**config.mk**
```make
export PLATFORM = sky130hd
export DESIGN_NAME = gray_updown_counter
export DESIGN_NICKNAME = d
export VERILOG_FILES = /design/src/rtl/gray_pkg.sv /design/src/rtl/gray2bin_comb.sv /design/src/rtl/gray_updown_counter.sv
export SDC_FILE = /design/constraint.sdc
export NUM_CORES = 1
export LEC_CHECK = 0
export ABC_AREA = 1
export CAP_MARGIN = 20
export CELL_PAD_IN_SITES_DETAIL_PLACEMENT = 1
export CELL_PAD_IN_SITES_GLOBAL_PLACEMENT = 2
export CORE_MARGIN = 8
export CORE_UTILIZATION = 20
export DETAILED_ROUTE_END_ITERATION = 8
export PLACE_DENSITY_LB_ADDON = 0.1
export REMOVE_ABC_BUFFERS = 1
export SYNTH_ARGS = -nofsm -noshare
export SYNTH_HDL_FRONTEND = slang
export SYNTH_HIERARCHICAL = 1
export SYNTH_SLANG_ARGS = --single-unit
```
**constraint.sdc**
```tcl
create_clock -name clk -period 1.5 [get_ports clk]
set_clock_uncertainty 0.05 [all_clocks]
set_input_delay 0.3 -clock clk [delete_from_list [all_inputs] [get_ports clk]]
set_output_delay 0.3 -clock clk [all_outputs]
set_load 0.01 [all_outputs]
```
**src/rtl/gray_pkg.sv**
```systemverilog
`default_nettype none
// ============================================================================
//  Module      : gray_pkg
//  Description : Shared Gray/binary helpers for counters and the async FIFO.
//                Functions operate on a 32-bit word; callers zero-extend
//                narrower values in and truncate the result back out.
//  Revision    : 1.0 - initial release
// ============================================================================
package gray_pkg;

    localparam int GRAY_MAX_WIDTH = 32;

    typedef logic [GRAY_MAX_WIDTH-1:0] gray_word_t;

    // All-ones value of a w-bit counter (2^w - 1)
    function automatic gray_word_t max_val(input int w);
        if (w >= GRAY_MAX_WIDTH) begin
            return '1;
        end
        return (gray_word_t'(1) << w) - gray_word_t'(1);
    endfunction

    // Binary to reflected Gray code
    function automatic gray_word_t bin2gray(input gray_word_t b);
        return b ^ (b >> 1);
    endfunction

    // Gray to binary: prefix XOR from the MSB downwards
    function automatic gray_word_t gray2bin(input gray_word_t g);
        gray_word_t b;
        b[GRAY_MAX_WIDTH-1] = g[GRAY_MAX_WIDTH-1];
        for (int i = GRAY_MAX_WIDTH - 2; i >= 0; i--) begin
            b[i] = b[i+1] ^ g[i];
        end
        return b;
    endfunction

endpackage : gray_pkg
`default_nettype wire

```
**src/rtl/gray2bin_comb.sv**
```systemverilog
`default_nettype none
// ============================================================================
//  Module      : gray2bin_comb
//  Description : Combinational Gray-to-binary converter. Each binary bit is
//                the XOR reduction of the Gray bits at and above it, which
//                avoids a bit-serial chain through a single vector.
//  Revision    : 1.0 - initial release
// ============================================================================
module gray2bin_comb #(
    parameter int WIDTH = 4
) (
    input  logic [WIDTH-1:0] gray,
    output logic [WIDTH-1:0] bin
);

    genvar i;
    generate
        for (i = 0; i < WIDTH; i++) begin : g_prefix
            assign bin[i] = ^gray[WIDTH-1:i];
        end
    endgenerate

endmodule : gray2bin_comb
`default_nettype wire

```
**src/rtl/gray_updown_counter.sv**
```systemverilog
`default_nettype none
// ============================================================================
//  Module      : gray_updown_counter
//  Description : Up/down counter with registered binary and Gray outputs,
//                binary or Gray load, wrap or saturate at the limits and a
//                one-cycle wrap/blocked strobe.
//  Revision    : 1.0 - initial release
// ============================================================================
module gray_updown_counter
    import gray_pkg::*;
#(
    parameter int WIDTH     = 4,
    parameter bit WRAP_MODE = 1'b1
) (
    input  logic             clk,
    input  logic             rst,
    input  logic             en,
    input  logic             up,
    input  logic             load,
    input  logic             load_gray,
    input  logic [WIDTH-1:0] load_val,
    output logic [WIDTH-1:0] gray_q,
    output logic [WIDTH-1:0] bin_q,
    output logic             wrap,
    output logic             at_limit
);

    localparam logic [WIDTH-1:0] MAX_COUNT = WIDTH'(max_val(WIDTH));

    logic [WIDTH-1:0] load_bin;
    logic [WIDTH-1:0] next_bin;
    logic             next_wrap;
    logic             at_top;
    logic             at_bottom;

    gray2bin_comb #(
        .WIDTH (WIDTH)
    ) u_load_g2b (
        .gray (load_val),
        .bin  (load_bin)
    );

    assign at_top    = (bin_q == MAX_COUNT);
    assign at_bottom = (bin_q == '0);

    // Next-state select: load beats a step; a step at a limit either wraps
    // through the carry/borrow or is held, and in both cases raises wrap.
    always_comb begin
        next_bin  = bin_q;
        next_wrap = 1'b0;
        if (load) begin
            next_bin = load_gray ? load_bin : load_val;
        end else if (en) begin
            if (up) begin
                if (at_top) begin
                    next_wrap = 1'b1;
                    next_bin  = WRAP_MODE ? '0 : MAX_COUNT;
                end else begin
                    next_bin = bin_q + WIDTH'(1);
                end
            end else begin
                if (at_bottom) begin
                    next_wrap = 1'b1;
                    next_bin  = WRAP_MODE ? MAX_COUNT : '0;
                end else begin
                    next_bin = bin_q - WIDTH'(1);
                end
            end
        end
    end

    // Binary, Gray and wrap registers update together so the two count
    // forms are never seen out of step.
    always_ff @(posedge clk) begin
        if (rst) begin
            bin_q  <= '0;
            gray_q <= '0;
            wrap   <= 1'b0;
        end else begin
            bin_q  <= next_bin;
            gray_q <= WIDTH'(bin2gray(gray_word_t'(next_bin)));
            wrap   <= next_wrap;
        end
    end

    // Limit flag follows the live direction input against the registered count
    assign at_limit = up ? at_top : at_bottom;

endmodule : gray_updown_counter
`default_nettype wire

```
# After elaboration in Yosys (flattened, before gate mapping)
# Cells that the tools add are included.
[word_totals]
register_bits = 9
latch_bits = 0
mem_bits_rw = 0
mem_bits_ro = 0
in_bits = 10
output_inout_bits = 10
elab_cells = 23
memories = 0
[op_classes]
add_sub_neg = 2
mul = 0
n_div = 0
n_lt_le_gt_ge = 0
eq_ne = 1
shifts = 0
muxes = 10
bitwise_logic = 2
n_reduce_logical = 5
[ops]
columns = ["op", "n"]
rows = [
  ["$mux W4", 5],
  ["$add A4 B1 Y4 const B", 1],
  ["$eq A4 B4 Y1 const B", 1],
  ["$logic_not A4 Y1", 1],
  ["$mux W1", 4],
  ["$reduce_xor A4 Y1", 1],
  ["$sub A4 B1 Y4 const B", 1],
  ["$xor A4 B3 Y4", 1],
  ["$mux W3", 1],
  ["$reduce_or A3 Y1", 1],
  ["$reduce_xor A3 Y1", 1],
  ["$reduce_xor A2 Y1", 1],
  ["$not A1 Y1", 1],
]

# Logic depth before layout (Yosys ltp)
[logic_depth]
ltp_word = 6
ltp_mapped = 12
mapped_depth_nobuf = 12

# Modules after synthesis
# The synthesis kept the hierarchy.
[modules_own_cells]
columns = ["module", "n_inst", "cells_per_inst", "area_per_inst_um2", "seq_area_each_um2"]
rows = [
  ["gray_updown_counter", 1, 84, 550.5, 160.2],
  ["gray2bin_comb", 1, 21, 90.1, 0.0],
]

# Least setup slack after synthesis
# No wires, ideal clock.
[synth_timing]
path_kind = "flip-flop to flip-flop"
from = "register bin_q[0]"
to = "register gray_q[1]"
setup_ns = 0.119
arrival_time_ns = 1.448
t_required_ns = 1.331
path_slack_ns = -0.117
stages_incl_launch_ff = 9
n_path_buf = 0
synth_period_minus_slack_ns = 1.617
path_cell_list = "dfxtp_1 inv_1 ha_1 xnor2_1 nand2_1 a21oi_1 inv_1 o21ai_1 a21oi_1"
[synth_via]
elab_chain_len = 6
word_cells_on_any_way = 10
classes_between = "2 x add/sub; 1 x eq/ne; 5 x mux; 1 x bitwise; 1 x reduce/logical"
[synth_lines]
columns = ["item", "line_no", "rtl"]
rows = [
  ["from (decl)", "gray_updown_counter.sv:23", "output logic [WIDTH-1:0] bin_q,"],
  ["from (signal assigned)", "gray_updown_counter.sv:80", "bin_q <= next_bin;"],
  ["$sub A4 B1 Y4 (tied with other cells)", "gray_updown_counter.sv:66", "next_bin = bin_q - WIDTH'(1);"],
  ["$mux W4 (on tied branches)", "gray_updown_counter.sv:62, gray_updown_counter.sv:55", ""],
  ["$mux W4 *", "gray_updown_counter.sv:54", "if (up) begin"],
  ["$mux W4 *", "gray_updown_counter.sv:53", "end else if (en) begin"],
  ["$mux W4 *", "gray_updown_counter.sv:51", "if (load) begin"],
  ["$xor A4 B3 Y4 *", "gray_pkg.sv:25", "return b ^ (b >> 1);"],
  ["to (signal assigned)", "gray_updown_counter.sv:81", "gray_q <= WIDTH'(bin2gray(gray_word_t'(next_bin)));"],
  ["to (decl)", "gray_updown_counter.sv:22", "output logic [WIDTH-1:0] gray_q,"],
]
# Mark *: on every way between the ends. The rest lies on a longest branch, timed or not.
# A chain may end at the register's enable or synchronous reset.

# Worst setup path after layout
# Ends and elaborated chain as after synthesis.

==> qor.txt <==
Clock Path Buffers: 2
Clock period minus worst slack: 1478 ps
Worst setup SP type: register
Slew margin rel.: 73.64%
Hold WC Path Type: in2reg
Share of synthesized area occupied by flip-flops and latches: 25.00%
Vias in the first global route: 863
Total half-perimeter wirelength after legalization and detailed placement: 1821 µm
Number of max-cap violations: 0
Number of input and output port buffers inserted: 19
Floorplan Core Area: 0.003053 mm²
Worst Max-Slew Pin Slew: 394.4 ps
Most used flip-flop cell after synthesis: dfxtp_1
Rows: 20
Diodes inserted: 0
Cell with the most instances after synthesis: nand2_1
Clk pwr share: 21.6%
Synth area leaders: dfxtp_1 (25%), nand2_1 (20%), inv_1 (8.2%), nand3_1 (7.8%), a21oi_1 (7.0%)
Final total power: 0.8092 mW
Cts bufs inserted: 3
Clock Latency Late Sink: 260 ps
Unrepaired setup endpoints after global routing: true
Non-filler instance count after layout: 197
Number of antenna violations at the first check in global routing: 0
Number of vias in the routed layout: 817
Largest net degree at the start of global routing: 8
Setup CP Type: reg2reg
CTS root buf: clkbuf_4
Switching Fraction: 35.42%
Effective utilization at floorplan: 20.98%
Die ar.: 0.005270 mm²
Max VDD drop: 0.0003260 V
Post-synth ARST share: 0%
Setup crit end kind: register
Register share of total power: 30.8%
Floorplan die height: 72.60 µm
Horizontal extent of the die: 72.60 µm
Global-route wire length before repair: 3891 µm
CTS tree: yes
Share of power burned in combinational logic: 47.6%
Average via count per standard cell: 4.147
Biggest area consumer among synthesized cells: dfxtp_1
Netlist Area Pre-Place: 640.6 µm²
Routed Wire Length: 2195 µm
Max frequency: 0.6767 GHz
Cell internal power dissipation: 0.5226 mW
Post-Synthesis Mean Instance Area: 6.101 µm²
Last weighted congestion value of the routability-driven placer: 0.7455
Flip-flop and latch count after synthesis: 8
Cell types with the highest counts after synthesis: nand2_1 (34), inv_1 (14), nand3_1 (10)
Power density over the cells: 664.0 mW/mm²
Number of flops mapped to enable cells by yosys: 0
Setup violation total in the final timing report: 0
Leakage: 0.6534 nW
Sum of negative setup slack: 0 ps
Endpoint arrival time on the critical path: 1590 ps
Number of nets at the end of the flow: 167
Violation count after the first detailed-route iteration: 16
Pins over their slew limit: 0
Overall overflow remaining after global route: 0
Result of the run: finished clean
Clock transition at the registers of the reported paths: 60 ps
Routed WL per cell: 11.14 µm
H-tree levels: 1
Required time of the worst setup path: 1610 ps
Yosys top cell area share: 25.00%
Number of nets with antenna violations after detailed routing: 0
Share of the cycle needed by the critical path after routing: 98.52%
Area after DPL: 0.001055 mm²
Max Fanout on Critical Path: 4
Final Hold Vio Count: 0
Netlist cell types: 19
Post-synthesis cell count: 105
Gr usage total: 9.176%
I/O Pins: 20
Post-Layout Inst Area: 0.001219 mm²
DRC viols: 0
Ratio of cells with drive above 1 in the final layout: 45.75%
Switching power total: 0.2866 mW
Placed cell count: 191
Yosys warning count: 6
Clock sinks: 8
Number of optimization iterations in the first detailed-route pass: 4
Synthesis-to-layout area growth: 90.23%
layout make-up:
type	count	area, µm²
timing repair buffer	48	420.4
fill	408	1834
sequential	8	168.9
inverter	15	58.81
clock buffer	3	22.52
multi-input combinational	79	493.0
tap	44	55.05
repair_timing:
item | CTS | global route
pin swaps | 5 | 11
hold buffers | 0 | 0
setup buffers | 1 | 2
resized for setup | 23 | 32
endpoints found under the setup margin | 11 | 12
through the flow:
step / setup WS [ps] / util, % / hold slack, ps
3_3_place_gp: -388.7 / 34.55 / 628.4
2_1_floorplan: -117.0 / - / 319.1
3_5_place_dp: -429.4 / 34.55 / 614.4
4_1_cts: -105.8 / 36.56 / 616.3
5_1_grt: -94.46 / 39.92 / 667.0
6_report: 22.17 / 39.92 / 626.8
worst paths after layout:
path / startpoint / to / slack, ps / depth (start not counted)
worst max register to register: bin_q[0] / gray_q[1] / 20 / 8
worst min-delay path: up / wrap / 630 / 4
worst min register to register: bin_q[2] / wrap / 630 / 3
worst max-delay path: bin_q[0] / gray_q[1] / 20 / 8
state kept, by name, indices dropped and copies added (netlist names):
register,flops
bin_q,3
gray_q,4
wrap,1
placed cells by master, fill, tap and decap left out, drive strengths merged:
master / Yosys / final
ha: 2 / 2
dlymetal6s2s: 0 / 5
nor2: 9 / 9
xnor2: 2 / 2
nand3: 10 / 10
a2111oi: 1 / 1
o21ai: 4 / 4
dfxtp: 8 / 8
nand2: 39 / 39
nand4: 2 / 2
a21oi: 9 / 9
clkdlybuf4s50: 0 / 5
dlygate4sd2: 0 / 6
o211ai: 1 / 1
clkbuf: 0 / 3
inv: 15 / 15
buf: 3 / 31
clkdlybuf4s15: 0 / 1
logic make-up (layout without fill, tap and decap cells):
| family | count (synthesis) | after routing | synth area share [%] |
|---|---|---|---|
| AND/OR/NAND/NOR | 60 | 60 | 41.80 |
| AO/OA/AOI/OAI | 15 | 15 | 13.67 |
| adder cells (fa/ha/maj) | 2 | 2 | 3.906 |
| XOR/XNOR | 2 | 2 | 2.735 |
| buffers and inverters | 18 | 66 | 12.89 |
| flip-flops | 8 | 8 | 25.00 |
metal layers:
metal / vias up / share of wire [%] / GRT usage (%)
met2: 18 / 53 / 16.80
met4: 0 / 1.5 / 2.667
met1: 369 / 39 / 9.629
li1: 426 / - / -
met3: 4 / 5.9 / 3.022
met5: - / 0 / 0
power by group through the flow:
stage | Sequential [mW] | Clock, mW | Combinational [mW]
after floorplan | 0.268 | 0 | 0.126
after global placement | 0.249 | 0 | 0.334
final | 0.249 | 0.175 | 0.385
after global routing | 0.252 | 0.196 | 0.428
after CTS | 0.248 | 0.178 | 0.355
after detailed placement | 0.250 | 0 | 0.337
critical path: stages, from the launching register on:
cell     delay (ps)
dfxtp_4         380
inv_4            40
ha_4            260
xnor2_2         100
nand2_1          80
a21oi_2         180
inv_2            90
o21ai_2         150
a21oi_2          40
No activity file was read; power rests on OpenSTA's default activity.
